### config.mk
export PLATFORM = sky130hd
export DESIGN_NAME = lut_sched
export DESIGN_NICKNAME = d
export VERILOG_FILES = /design/src/rtl/lut_sched.sv
export SDC_FILE = /design/constraint.sdc
export NUM_CORES = 1
export LEC_CHECK = 0
export ABC_AREA = 1
export BUFFER_PORTS_ARGS = -buffer_cell sky130_fd_sc_hd__buf_2
export CAP_MARGIN = 15
export CORE_AREA = 4 4 178 180
export CTS_CLUSTER_SIZE = 10
export DETAILED_ROUTE_END_ITERATION = 10
export DIE_AREA = 0 0 182 184
export GPL_ROUTABILITY_DRIVEN = 0
export PLACE_DENSITY_LB_ADDON = 0.05
export REMOVE_ABC_BUFFERS = 1
export SETUP_SLACK_MARGIN = 0.2
export SKIP_CTS_REPAIR_TIMING = 1
export SLEW_MARGIN = 10
export SYNTH_ARGS = -nofsm -noshare
export SYNTH_HDL_FRONTEND = slang
export SYNTH_SLANG_ARGS = --single-unit
### constraint.sdc
create_clock -name clk -period 3.7 [get_ports clk]
set_input_delay 0.37 -clock clk [delete_from_list [all_inputs] [get_ports clk]]
set_output_delay 0.37 -clock clk [all_outputs]
set_load 0.1 [all_outputs]
### src/rtl/lut_sched.sv
// Round-robin sharing of one combinational byte-substitution LUT between two vector requesters.
// Latency: accept at edge T, one CHUNK_W beat per cycle, resp_valid from cycle T+NUM_BEATS+1.
// Backpressure: resp_ready low holds the response stable; no new grant until it is taken.
module lut_sched #(
  parameter int VEC_W     = 128,
  parameter int CHUNK_W   = 32,
  parameter int NUM_BEATS = VEC_W / CHUNK_W
) (
  input  logic               clk,
  input  logic               rst_n,
  input  logic               req0_valid,
  input  logic [VEC_W-1:0]   req0_vec,
  output logic               req0_ready,
  input  logic               req1_valid,
  input  logic [VEC_W-1:0]   req1_vec,
  output logic               req1_ready,
  output logic [CHUNK_W-1:0] lut_in,
  input  logic [CHUNK_W-1:0] lut_out,
  output logic               resp_valid,
  input  logic               resp_ready,
  output logic [VEC_W-1:0]   resp_vec,
  output logic               resp_id,
  output logic               busy
);

  localparam int BEAT_W = (NUM_BEATS > 1) ? $clog2(NUM_BEATS) : 1;
  localparam logic [BEAT_W-1:0] LAST_BEAT = BEAT_W'(NUM_BEATS - 1);

  typedef enum logic [1:0] {
    IDLE = 2'd0,
    RUN  = 2'd1,
    DONE = 2'd2
  } state_e;

  state_e                            state_q, state_d;
  logic [BEAT_W-1:0]                 beat_q, beat_d;
  logic                              prio_q, prio_d;
  logic                              id_q, id_d;
  // Vectors are held as beat-indexed slices so the current chunk is a plain array select.
  logic [NUM_BEATS-1:0][CHUNK_W-1:0] vec_q, vec_d;
  logic [NUM_BEATS-1:0][CHUNK_W-1:0] res_q, res_d;
  logic                              grant0, grant1;

  // Arbitration: a lone requester always wins; on contention prio_q picks (0 favours req0).
  always_comb begin
    grant0 = 1'b0;
    grant1 = 1'b0;
    if (state_q == IDLE) begin
      if (req0_valid && (!req1_valid || !prio_q)) begin
        grant0 = 1'b1;
      end else if (req1_valid) begin
        grant1 = 1'b1;
      end
    end
  end

  assign req0_ready = grant0;
  assign req1_ready = grant1;
  assign resp_valid = (state_q == DONE);
  assign busy       = (state_q != IDLE);
  assign resp_vec   = res_q;
  assign resp_id    = id_q;

  // Next-state logic: capture on accept, one LUT beat per RUN cycle, hold result in DONE.
  always_comb begin
    state_d = state_q;
    beat_d  = beat_q;
    prio_d  = prio_q;
    id_d    = id_q;
    vec_d   = vec_q;
    res_d   = res_q;
    lut_in  = '0;
    case (state_q)
      IDLE: begin
        if (grant0) begin
          vec_d   = req0_vec;
          id_d    = 1'b0;
          prio_d  = 1'b1;
          beat_d  = '0;
          state_d = RUN;
        end else if (grant1) begin
          vec_d   = req1_vec;
          id_d    = 1'b1;
          prio_d  = 1'b0;
          beat_d  = '0;
          state_d = RUN;
        end
      end
      RUN: begin
        lut_in        = vec_q[beat_q];
        res_d[beat_q] = lut_out;
        // The beat counter parks on the last beat; it is only cleared by the next accept.
        if (beat_q == LAST_BEAT) begin
          state_d = DONE;
        end else begin
          beat_d = beat_q + BEAT_W'(1);
        end
      end
      DONE: begin
        if (resp_ready) begin
          state_d = IDLE;
        end
      end
      default: begin
        state_d = IDLE;
      end
    endcase
  end

  // State registers; reset discards any in-flight job without a response.
  always_ff @(posedge clk or negedge rst_n) begin
    if (!rst_n) begin
      state_q <= IDLE;
      beat_q  <= '0;
      prio_q  <= 1'b0;
      id_q    <= 1'b0;
      vec_q   <= '0;
      res_q   <= '0;
    end else begin
      state_q <= state_d;
      beat_q  <= beat_d;
      prio_q  <= prio_d;
      id_q    <= id_d;
      vec_q   <= vec_d;
      res_q   <= res_d;
    end
  end

endmodule

==> impl_metrics.csv <==
group,metric,value,unit
sta,tightest_slew,1.06,ns
cells_and_area,syn2layout_area_growth,26.0,%
critical_path,crit_type,"flop to primary output",
placement,port_buffers,457,
global_routing,grtUsageMet2,42.3,%
yosys,synth_edf_count,0,
yosys,synthMuxAreaShare,0,%
routing,num_vias,12551,
cells_and_area,instances_no_fill,2352,
global_routing,grtUsageTotal,25.4,%
cts,clockRootBuffer,"clkbuf_16",
yosys,synth_seq_cells,262,
yosys,synth-main-ff-cell,"dfrtp_1",
yosys,synthDistinctLibCells,24,
cells_and_area,drive_gt1_share,27.2,%
yosys,synth_top_family_by_area,"simple AND/OR/NAND/NOR gates",
die,rows,64,
hold_path,min_path_cells,2,
global_routing,grt-ovfl-total,0,
yosys,yosys.area_share.adder,0.397,%
cts,clock_path_buffers,3,
status,status,"finished, final reports clean",
yosys,synth_area_per_cell,8.07,um2
yosys,postSynthCellCount,1561,
cts,htree_levels,1,
routing,wirelength,44600,um
cells_and_area,fillers,3053,
yosys,synth_xor_area_share,0,%
cts,clk_pin_slew,0.06,ns
cts,cts_tree,"done",
yosys,synth-compound-area-share,6.50,%
yosys,synth-simple-area-share,32.4,%
yosys,yosys_warnings,0,
sta,slew_headroom,29.5,%
routing,drc,0,
placement,dp_cells,2304,
cells_and_area,nNetsFinal,2240,
cts,clock_sinks,262,
sta,max_freq,0.340,GHz
critical_path,crit_required,3.33,ns
routing,ant_nets,0,
sta,setup_tns,0,ns
sta,finClkSkew,0.0101,ns
hold_path,worstHoldStart,"resp_ready",
routing,drt-pass1-iter-count,5,
die,initial_core_util,41.7,%
sta,period_needed,2.94,ns
die,die_h,184,um
critical_path,r2r-start,"state_q[0]",
sta,fin_crit_sh,79.4,%
cts,clock_latency,0.54,ns
die,num_io_pins,458,
yosys,synthArstFlopShare,100,%
flow_run,max_cap_violations,0,
critical_path,reg2reg_depth,6,
cts,cts_made_buffers,31,
critical_path,r2r_slack,1.61,ns
hold_path,min_to,"state_q[1]",
global_routing,grtUsageMet3,5.60,%
critical_path,cp_max_fo,27,
yosys,syn_area,0.0126,mm2
placement,dp_hpwl,30100,um
sta,finalSetupViolations,0,
global_routing,grt_pass1_vias,12183,
sta,rsz0062_at_grt,"false",
critical_path,endpoint_kind,"primary output",
routing,drt-wirelength-per-cell,19.0,um
critical_path,r2r_end,"resp_vec[46]",
global_routing,busiest_layer,"met2",
global_routing,antenna_found_initial,9,
routing,avgViaCountPerCell,5.34,
global_routing,grt_first_pass_wirelength,68400,um
routing,drt-initial-drc-count,833,
die,die_area,0.0335,mm2
sta,slew_violations,0,
yosys,yosysSeqAreaShare,52.1,%
global_routing,use_met1,33.6,%
sta,finalHoldViolCount,0,
die,die_w,182,um
hold_path,worstHoldPathType,"input port to flop",
die,coreArea,0.0302,mm2
critical_path,crit_path_start_kind,"flop",
global_routing,grt_max_degree,133,
critical_path,crit_arrival,2.57,ns
[kinds of logic (layout without fill, tap and decap cells)]
logic type	after synthesis	count (layout)
other cells	0	4
buf+inv	242	633
flops	262	262
compound gates	163	163
fa+ha+maj	4	4
simple gates	890	890
[sequential cells by signal, indices dropped and copies added (netlist names)]
signal and cells:
prio_q 1, resp_id 1, beat_q 2, resp_vec 128, state_q 2, vec_q 128
[synthesized netlist by cell type, types with 2 or more instances]
| master | count | area share, % |
|---|---|---|
| a21oi_1 | 33 | 1.3 |
| buf_1 | 11 | 0.33 |
| buf_2 | 72 | 2.9 |
| buf_4 | 12 | 0.72 |
| buf_6 | 5 | 0.45 |
| clkbuf_1 | 34 | 1.0 |
| dfrtp_1 | 262 | 52 |
| ha_1 | 4 | 0.40 |
| inv_1 | 104 | 3.1 |
| inv_2 | 2 | 0.060 |
| nand2_1 | 455 | 14 |
| nand2_2 | 5 | 0.25 |
| nand3_1 | 293 | 12 |
| nand4_1 | 130 | 6.5 |
| nor2_1 | 3 | 0.089 |
| o21ai_0 | 119 | 4.7 |
| o21ai_1 | 10 | 0.40 |
[worst max-delay path by stage]
stage | start | endpoint | slack, ns | cells past startpoint
floorplan | beat_q[0] | lut_in[9] | -0.85 | 4
global placement | beat_q[0] | lut_in[0] | 1.36 | 7
detailed placement | beat_q[0] | lut_in[0] | 1.32 | 7
CTS | beat_q[0] | lut_in[0] | 0.73 | 7
global route | beat_q[0] | lut_in[0] | 0.57 | 7
finish | beat_q[0] | lut_in[21] | 0.76 | 7
[per-stage QoR]
step / hold WS (ns) / cell area (um2) / utilization (%) / setup WS, ns
floorplan: 0.0744 / 11900 / - / -0.848
global placement: 0.405 / 15000 / 49.7 / 1.36
detailed placement: 0.403 / 15000 / 49.7 / 1.32
CTS: -0.171 / 15800 / 52.4 / 0.725
global route: 0.0206 / 15900 / 52.5 / 0.569
finish: 0.0262 / 15900 / 52.5 / 0.762
[placed cells by master (no fill, tap or decap), types with 3 or more instances in the layout]
| cell | instances |
|---|---|
| nand2_4 | 3 |
| o21ai_1 | 10 |
| nand3_1 | 293 |
| nand2_1 | 454 |
| o21ai_0 | 119 |
| nand4_1 | 130 |
| buf_12 | 7 |
| dfrtp_1 | 261 |
| buf_2 | 455 |
| inv_2 | 3 |
| ha_1 | 4 |
| buf_4 | 20 |
| clkbuf_1 | 9 |
| clkbuf_16 | 31 |
| nor2_1 | 3 |
| diode_2 | 4 |
| nand2_2 | 4 |
| a21oi_1 | 33 |
| inv_1 | 103 |
[layer usage]
metal  up-vias  share of wire (%)
met3        84                8.0
li1       5983                  -
met2       497                 48
met4        10                2.7
met1      5977                 41
met5         -               0.13
[worst max-delay path: stages (launching register included)]
cell	delay (ns)
dfrtp_2	0.41
inv_2	0.33
buf_4	0.42
nand2_1	0.10
nand2_1	0.08
nand2_1	0.05
a21oi_1	0.17
buf_2	0.46
[area by class of cell]
cell class	count	area [um2]	share of cell area, %
sequential	262	6560	41.3
multi-input combinational	1057	4970	31.3
timing repair buffer	484	2590	16.3
clock buffer	41	823	5.19
tap	396	495	3.12
inverter	107	404	2.55
antenna	4	10.0	0.0631
clock inverter	1	8.76	0.0552
Power is not shown: default switching activity piles up to over one toggle a cycle in this logic, so the estimate is an artifact.
